--- src/rtl/interrupt_sequencer.sv ---
// Arbitrates RES/NMI/IRQ/BRK at instruction boundaries and steps the 7-cycle 6502C entry sequence.
// instDone at n gives FORCE at n+1 and VEC_HI at n+7; RDY low stalls read cycles only, and RES_L low aborts.
module interrupt_sequencer (
  input  logic        phi1,
  input  logic        rst_L,
  input  logic        NMI_L,
  input  logic        IRQ_L,
  input  logic        RES_L,
  input  logic        iFlag,
  input  logic        instDone,
  input  logic        brkOp,
  input  logic        RDY,
  output logic        forceBRK,
  output logic [2:0]  activeInt,
  output logic [2:0]  seqState,
  output logic        pushEn,
  output logic [1:0]  pushSel,
  output logic        nRW,
  output logic        bFlag,
  output logic        vecFetch,
  output logic [15:0] vecAddr,
  output logic        setI,
  output logic        intHandled
);

  typedef enum logic [2:0] {
    IDLE     = 3'd0,
    FORCE    = 3'd1,
    DUMMY    = 3'd2,
    PUSH_PCH = 3'd3,
    PUSH_PCL = 3'd4,
    PUSH_P   = 3'd5,
    VEC_LO   = 3'd6,
    VEC_HI   = 3'd7
  } state_t;

  localparam logic [2:0] INT_NONE = 3'd0;
  localparam logic [2:0] INT_RST  = 3'd1;
  localparam logic [2:0] INT_NMI  = 3'd2;
  localparam logic [2:0] INT_IRQ  = 3'd3;
  localparam logic [2:0] INT_BRK  = 3'd4;

  state_t      state, state_nxt;
  logic [2:0]  act_nxt;
  logic        bflag_nxt;
  logic        nmi_prev, nmi_pend, nmi_pend_nxt, nmi_again, nmi_again_nxt;
  logic        nmi_edge, nmi_clr, stall;
  logic        force_nxt, push_en_nxt, nrw_nxt, vec_fetch_nxt, set_i_nxt, handled_nxt;
  logic [1:0]  push_sel_nxt;
  logic [15:0] vec_base, vec_addr_nxt;

  assign nmi_edge = nmi_prev & ~NMI_L;
  assign stall    = ~RDY & nRW & (state != IDLE);
  assign seqState = state;

  always_comb begin
    state_nxt = state;
    act_nxt   = activeInt;
    bflag_nxt = bFlag;
    if (!RES_L) begin
      state_nxt = IDLE;
      act_nxt   = INT_RST;
      bflag_nxt = 1'b0;
    end else if (!stall) begin
      case (state)
        IDLE: begin
          if (activeInt == INT_RST) begin
            state_nxt = FORCE;
          end else if (instDone) begin
            if (nmi_pend) begin
              state_nxt = FORCE;
              act_nxt   = INT_NMI;
            end else if (~IRQ_L & ~iFlag) begin
              state_nxt = FORCE;
              act_nxt   = INT_IRQ;
            end else if (brkOp) begin
              state_nxt = FORCE;
              act_nxt   = INT_BRK;
              bflag_nxt = 1'b1;
            end
          end
        end
        FORCE:    state_nxt = DUMMY;
        DUMMY:    state_nxt = PUSH_PCH;
        PUSH_PCH: state_nxt = PUSH_PCL;
        PUSH_PCL: state_nxt = PUSH_P;
        PUSH_P: begin
          state_nxt = VEC_LO;
          // NMI hijacks IRQ/BRK after P is pushed; the pushed B bit stays as is
          if (((activeInt == INT_IRQ) || (activeInt == INT_BRK)) && nmi_pend)
            act_nxt = INT_NMI;
        end
        VEC_LO:   state_nxt = VEC_HI;
        VEC_HI: begin
          state_nxt = IDLE;
          act_nxt   = INT_NONE;
          bflag_nxt = 1'b0;
        end
        default:  state_nxt = IDLE;
      endcase
    end
  end

  // Edges seen during an NMI's own sequence survive the clear at VEC_LO entry
  always_comb begin
    nmi_clr       = (state == PUSH_P) && (state_nxt == VEC_LO) && (act_nxt == INT_NMI);
    nmi_pend_nxt  = nmi_edge | (nmi_clr ? nmi_again : nmi_pend);
    nmi_again_nxt = (state_nxt == IDLE) ? 1'b0
                  : (nmi_again | (nmi_edge & (act_nxt == INT_NMI)));
  end

  always_comb begin
    force_nxt     = 1'b0;
    push_en_nxt   = 1'b0;
    push_sel_nxt  = 2'd0;
    nrw_nxt       = 1'b1;
    vec_fetch_nxt = 1'b0;
    vec_addr_nxt  = 16'h0000;
    vec_base      = 16'hFFFE;
    if (act_nxt == INT_RST)      vec_base = 16'hFFFC;
    else if (act_nxt == INT_NMI) vec_base = 16'hFFFA;
    case (state_nxt)
      FORCE:    force_nxt = (act_nxt != INT_BRK);
      PUSH_PCH: begin
        push_en_nxt  = 1'b1;
        push_sel_nxt = 2'd0;
        nrw_nxt      = (act_nxt == INT_RST);
      end
      PUSH_PCL: begin
        push_en_nxt  = 1'b1;
        push_sel_nxt = 2'd1;
        nrw_nxt      = (act_nxt == INT_RST);
      end
      PUSH_P: begin
        push_en_nxt  = 1'b1;
        push_sel_nxt = 2'd2;
        nrw_nxt      = (act_nxt == INT_RST);
      end
      VEC_LO: begin
        vec_fetch_nxt = 1'b1;
        vec_addr_nxt  = vec_base;
      end
      VEC_HI: begin
        vec_fetch_nxt = 1'b1;
        vec_addr_nxt  = vec_base + 16'd1;
      end
      default: ;
    endcase
    // Pulses fire only on state entry so a RDY stall never repeats them
    set_i_nxt   = (state_nxt == VEC_LO) && (state != VEC_LO);
    handled_nxt = (state_nxt == VEC_HI) && (state != VEC_HI);
  end

  always_ff @(posedge phi1 or negedge rst_L) begin
    if (!rst_L) begin
      state      <= IDLE;
      activeInt  <= INT_NONE;
      bFlag      <= 1'b0;
      forceBRK   <= 1'b0;
      pushEn     <= 1'b0;
      pushSel    <= 2'd0;
      nRW        <= 1'b1;
      vecFetch   <= 1'b0;
      vecAddr    <= 16'h0000;
      setI       <= 1'b0;
      intHandled <= 1'b0;
      nmi_prev   <= 1'b1;
      nmi_pend   <= 1'b0;
      nmi_again  <= 1'b0;
    end else begin
      state      <= state_nxt;
      activeInt  <= act_nxt;
      bFlag      <= bflag_nxt;
      forceBRK   <= force_nxt;
      pushEn     <= push_en_nxt;
      pushSel    <= push_sel_nxt;
      nRW        <= nrw_nxt;
      vecFetch   <= vec_fetch_nxt;
      vecAddr    <= vec_addr_nxt;
      setI       <= set_i_nxt;
      intHandled <= handled_nxt;
      nmi_prev   <= NMI_L;
      nmi_pend   <= nmi_pend_nxt;
      nmi_again  <= nmi_again_nxt;
    end
  end

endmodule

--- config.mk ---
export PLATFORM = sky130hd
export DESIGN_NAME = interrupt_sequencer
export DESIGN_NICKNAME = d
export VERILOG_FILES = /design/src/rtl/interrupt_sequencer.sv
export SDC_FILE = /design/constraint.sdc
export NUM_CORES = 1
export LEC_CHECK = 0
export CORE_MARGIN = 2
export CORE_UTILIZATION = 49
export DETAILED_ROUTE_END_ITERATION = 6
export PLACE_DENSITY = 0.84
export REMOVE_ABC_BUFFERS = 1
export SLEW_MARGIN = 25
export SYNTH_ARGS = -nofsm -noshare
export SYNTH_HDL_FRONTEND = slang
export SYNTH_SLANG_ARGS = --single-unit
--- constraint.sdc ---
create_clock -name phi1 -period 3.9 [get_ports phi1]
set_input_delay 0.585 -clock phi1 [delete_from_list [all_inputs] [get_ports phi1]]
set_output_delay 0.585 -clock phi1 [all_outputs]
set_load 0.05 [all_outputs]
==> results of run 1 <==
[through the flow]
| stage | setup WS, ps | util |
|---|---|---|
| floorplan | -1141 | - |
| global placement | 1214 | 0.6483 |
| detailed placement | 1095 | 0.6483 |
| CTS | 1296 | 0.6595 |
| global route | 1123 | 0.6575 |
| finish | 1259 | 0.6575 |
[power groups by stage]
| stage | registers (mW) | clock network (mW) | logic, mW |
|---|---|---|---|
| floorplan | 0.390 | 0 | 0.236 |
| global placement | 0.292 | 0 | 0.469 |
| detailed placement | 0.293 | 0 | 0.477 |
| CTS | 0.288 | 0.105 | 0.481 |
| global route | 0.296 | 0.115 | 0.521 |
| finish | 0.289 | 0.102 | 0.485 |
[logic make-up (layout without fill, tap and decap cells)]
group | Yosys count | after routing | share of synthesized area
mux | 1 | 1 | 0.007913
compound gates | 34 | 34 | 0.2186
fa+ha+maj | 4 | 4 | 0.03957
buf+inv | 22 | 51 | 0.1039
simple gates | 45 | 45 | 0.2127
flops | 21 | 21 | 0.4174
[registers in the layout (all words and copies together), names as in the netlist]
name	flops
vecFetch	1
bFlag	1
seqState	3
vecAddr	3
nRW	1
nmi_pend	1
intHandled	1
nmi_again	1
setI	1
pushEn	1
forceBRK	1
nmi_prev	1
pushSel	2
activeInt	3
[worst max-delay path by stage]
| stage | depth (start not counted) | slack [ps] | endpoint |
|---|---|---|---|
| global route | 8 | 1120 | nmi_pend |
| floorplan | 0 | -1140 | vecAddr[10] |
| CTS | 8 | 1300 | nmi_pend |
| finish | 8 | 1260 | nmi_pend |
| detailed placement | 7 | 1100 | nmi_pend |
| global placement | 7 | 1210 | nRW |
[area by class of cell]
type,count,share of cell area
timing repair buffer,39,0.2388
tap,30,0.02326
inverter,8,0.01860
multi-input combinational,84,0.3752
clock inverter,1,0.003101
sequential,21,0.3271
clock buffer,3,0.01395
[placed cells by master (no fill, tap or decap), types with 2 or more instances in the layout]
cell,netlist,routed
a31oi_1,3,3
o211ai_1,2,2
or2_2,2,2
clkdlybuf4s50_1,0,38
o22ai_2,2,2
ha_1,4,4
nand2b_1,3,3
nor2b_1,3,3
nor3b_1,4,4
nor2_1,5,5
clkbuf_4,0,3
nand3_1,7,7
dfrtp_1,19,19
nand2_1,6,6
and3_1,2,2
o21ai_0,4,4
inv_1,7,7
nor3_1,3,3
dfstp_2,2,2
o211a_1,2,2
[metal layers]
layer	vias to the layer above	wire length, µm
met2	37	1575
li1	517	-
met1	528	1305
met3	6	169
met5	-	0
met4	0	69
==> summary.md, run 1 <==
| Metric | Value |
|---|---|
| Met3 Usage GRT | `0.03552` |
| Sequential share of the synthesized area | `0.4174` |
| Largest net degree at the start of global routing | `22` |
| Critical Path RT | `4140 ps` |
| Postcts setup bufs | `0` |
| Die Height | `54.81 µm` |
| Peak supply drop | `0.4696 mV` |
| Crit path time final | `2641 ps` |
| R2r worst-path depth | `8` |
| Routed Antenna Nets | `0` |
| Internal power | `0.4525 mW` |
| N_diodes | `0` |
| Hold Violations, Final | `0` |
| Share of layout cells above drive strength 1 | `0.1218` |
| Worst-path cell chain | `inv_1 > ha_1 > a21o_1 > or4b_4 > nor2_1 > o22ai_2 > nor4_2 > mux2i_1` |
| Post-route design area | `1614 µm²` |
| Fmax | `0.3786 GHz` |
| Multi-input gate area | `605.6 µm²` |
| Clk pwr share | `0.116` |
| DR vias | `1088` |
| Crit path DAT | `2880 ps` |
| TritonRoute pass-1 iters | `6` |
| NetSw | `0.4234 mW` |
| Synthesized area | `1265 µm²` |
| Final nets | `170` |
| Initial DRC count | `40` |
| Count leader, synth | `dfrtp_1` |
| CP top delay family | `simple AND/OR/NAND/NOR gates` |
| Clock skew | `3.980 ps` |
| Synth area leader | `dfrtp_1` |
| P_leak | `0.7126 nW` |
| IO Count | `40` |
| Busiest layer in global routing | `met2` |
| Fin crit share | `0.6772` |
| Seq. cell area | `528.0 µm²` |
| Die footprint | `3004 µm²` |
| Sink Count | `21` |
| Crit Path Class | `flop to flop` |
| Global Route Usage Sum | `0.2317` |
| R2R Setup Slk | `1260 ps` |
| Worst path buffer plus inverter count | `1` |
| Max-Cap Viols | `0` |
| Total negative slack | `0 ps` |
| Power per cell area | `542.7 nW/µm²` |
| Clock-pin slew on the worst setup and hold paths | `110 ps` |
| Sw Ratio | `0.4834` |
| Core area | `2455 µm²` |
| Final HPWL DP | `2.347 mm` |
| # DRC | `0` |
| DP Cell Count | `182` |
| Ys async rst share | `1.000` |
| Worst reg2reg endpoint | `nmi_pend` |
| Worst slew pin tran | `539.8 ps` |
| Reg-to-Reg Start | `seqState[0]` |
| Yosys cell types | `53` |
| Crit start category | `flop` |
| HP Class | `input pin to async pin` |
| Primary FF master, synth | `dfrtp_1` |
| Power share of the sequential group | `0.330` |
| Most common library cells after synthesis | `19 x dfrtp_1, 13 x buf_4, 7 x inv_1, 7 x nand3_1, 6 x nand2_1` |
| Die width | `54.81 µm` |
| Gates resized, CTS repair | `0` |
| Avg Inst Size Synth | `9.960 µm²` |
| Clock Latency Late Sink | `310 ps` |
| Global-route wire length before repair | `4.809 mm` |
| Synth top area cells | `dfrtp_1 38%, buf_4 7.7%, dfstp_2 4.2%` |
| #FFs+latches synth | `21` |
| Area growth from synthesis to layout | `27.60%` |
| Hold bufs inserted after CTS | `0` |
| Final GP Congestion | `0.8834` |
| Max-slew violation count | `0` |
| Congestion Overflow GR | `0` |
| CP Max Fanout | `5` |
| Final setup fails | `0` |
| Synth Warn # | `0` |
| Fin Hold WS | `208.1 ps` |
| PortBufs | `39` |
| Critical Path End Type | `flop` |
| Combinational fraction of design power | `0.553` |
| Met1 GRT Util | `0.3194` |
| Root buffer cell | `clkbuf_4` |
| H-tree depth | `1` |
| FILL cells | `188` |
| RSZ-0062 raised after global routing | `no` |
| Max incr delay on CP | `580 ps` |
| Synth top area share | `0.3759` |
| Rel. slew slack | `0.6386` |
| Met2 usage | `0.3492` |
| Power, Total | `0.8760 mW` |
| Post-synth EDFFs | `0` |
| Cell Area, Placed | `1592 µm²` |
| Vias per cell | `5.849` |
| Initial antenna violation count | `0` |
| Num rows | `18` |
| Post-DR wirelength/cell | `16.77 µm` |
| Clock buffer depth | `2` |
| CTS tree | `done` |
| CP Launch Point | `seqState[0]` |
| Synth Instances | `127` |
| CP max-delay cell | `or4b_4` |
| Outcome | `finished clean` |
| Cts bufs inserted | `3` |
| Starting Density | `0.5153` |
| Non-filler cells, final | `186` |
| Vias in the first global route | `1003` |
| DRT Wirelength | `3.120 mm` |
No activity file was read; power rests on OpenSTA's default activity.
==> run 2: changes to the inputs <==
- CORE_UTILIZATION: 49 -> 41
- PLACE_DENSITY: 0.84 -> 0.75
- clock period: 3.9 -> 2.2 ns (I/O delays scaled with it)
==> summary.md, run 2 (synthesis gave the netlist of run 1 again) <==
| Metric | Value |
|---|---|
| IO Count | `40` |
| Rel. slew slack | `0.6498` |
| Final HPWL DP | `2.809 mm` |
| R2r worst-path depth | `9` |
| N_diodes | `0` |
| Crit path DAT | `2660 ps` |
| Most common cell after layout, fill and taps aside | `buf_4` |
| Critical Path RT | `2450 ps` |
| P_leak | `1.009 nW` |
| H-tree depth | `1` |
| Worst reg2reg endpoint | `nRW` |
| Initial antenna violation count | `0` |
| Max-slew violation count | `0` |
| Peak supply drop | `0.6608 mV` |
| DRT Wirelength | `4.061 mm` |
| Max-Cap Viols | `0` |
| Final GP Congestion | `0.9083` |
| Die Height | `59.55 µm` |
| DR vias | `1320` |
| Power per cell area | `1041 nW/µm²` |
| Hold bufs inserted after CTS | `0` |
| CP Max Fanout | `3` |
| Area growth from synthesis to layout | `69.83%` |
| Clock Latency Late Sink | `320 ps` |
| Crit start category | `flop` |
| Die width | `59.55 µm` |
| Crit Path Class | `flop to flop` |
| Initial DRC count | `109` |
| Final nets | `216` |
| R2R Setup Slk | `-200 ps` |
| Final core utilization | `0.7154` |
| Core area | `3003 µm²` |
| Starting Density | `0.4212` |
| Share of layout cells above drive strength 1 | `0.4257` |
| Global-route wire length before repair | `6.175 mm` |
| Fmax | `0.4161 GHz` |
| Final setup fails | `8` |
| # DRC | `0` |
| Congestion Overflow GR | `0` |
| Power, Total | `2.235 mW` |
| Most frequent cells in the layout | `46 x buf_4, 37 x clkdlybuf4s50_1, 19 x dfrtp_1` |
| Clock-pin slew on the worst setup and hold paths | `120 ps` |
| Routed Antenna Nets | `0` |
| Vias per cell | `5.617` |
| Largest net degree at the start of global routing | `22` |
| Fin crit share | `1.092` |
| CTS tree | `done` |
| Clock buffer depth | `2` |
| Crit path time final | `2403 ps` |
| Clock skew | `9.783 ps` |
| CP Launch Point | `seqState[0]` |
| RSZ-0062 raised after global routing | `yes` |
| TritonRoute pass-1 iters | `4` |
| Root buffer cell | `clkbuf_4` |
| Critical Path End Type | `flop` |
| Die footprint | `3546 µm²` |
| Worst slew pin tran | `523.6 ps` |
| Setup WS post-layout | `-203.2 ps` |
| Worst Setup EP | `nRW` |
| Cts bufs inserted | `3` |
| Vias in the first global route | `1258` |
| HP Class | `input pin to async pin` |
| Hold Violations, Final | `0` |
| Sink Count | `21` |
| Post-DR wirelength/cell | `17.28 µm` |
| Reg-to-Reg Start | `seqState[0]` |
| Violated checks | `negative setup slack` |
| PortBufs | `39` |
| Outcome | `finished, violations left` |
| Global Route Usage Sum | `0.2369` |
| Num rows | `20` |
| Fin Hold WS | `343.4 ps` |
[run 2: cell type report]
type,count,area [µm²]
inverters,8,30.03
well taps,33,41.29
clock buffers,4,26.28
repair buffers,85,740.7
multi-input cells,84,782.0
fillers,208,854.6
flip-flops and latches,21,528.0
[run 2: repair_timing]
item | CTS | global route
setup endpoints to repair | 7 | 20
pin swaps | 10 | 4
resized for setup | 15 | 24
buffers inserted | 3 | 2
[run 2: critical path, cell delays in order (launching register included)]
cell and delay, ps:
dfrtp_1 390, inv_2 70, ha_2 190, a21o_1 190
or4b_4 530, buf_4 170, o22ai_4 150, a21boi_4 90
or3_4 330, a32o_1 220
[run 2: per-stage QoR]
step	setup WS (ps)	instances	TNS, ps	area, µm²
after detailed placement	-252.6	226	-1378	1903
after CTS	-103.6	233	-127.8	2011
after global routing	-265.7	235	-1952	2148
after floorplan	-2586	113	-39890	1164
after global placement	-164.4	226	-660.6	1903
final	-203.2	235	-1097	2148
[run 2: worst min path at each step]
| stage | startpoint | to | slack [ps] | depth (start not counted) |
|---|---|---|---|---|
| 2_1_floorplan | rst_L | activeInt[0] | 30 | 0 |
| 4_1_cts | rst_L | intHandled | 350 | 2 |
| 6_report | rst_L | bFlag | 340 | 2 |
| 3_5_place_dp | nmi_again | nmi_again | 500 | 1 |
| 3_3_place_gp | nmi_again | nmi_again | 500 | 1 |
| 5_1_grt | rst_L | bFlag | 340 | 2 |
[run 2: power by group]
part	leakage, nW	switching, mW	total, mW	internal [mW]
logic	0.721	0.870	1.58	0.706
clock network	0.0150	0.120	0.191	0.0711
registers	0.273	0.0296	0.468	0.439
[run 2: per-layer routing]
layer	up-vias	routed length, µm	global-route usage	share of wire
li1	614	-	-	-
met1	633	1659	0.2961	0.41
met2	57	2047	0.3893	0.50
met3	16	209	0.04585	0.051
met4	0	144	0.1175	0.035
met5	-	0	0	0
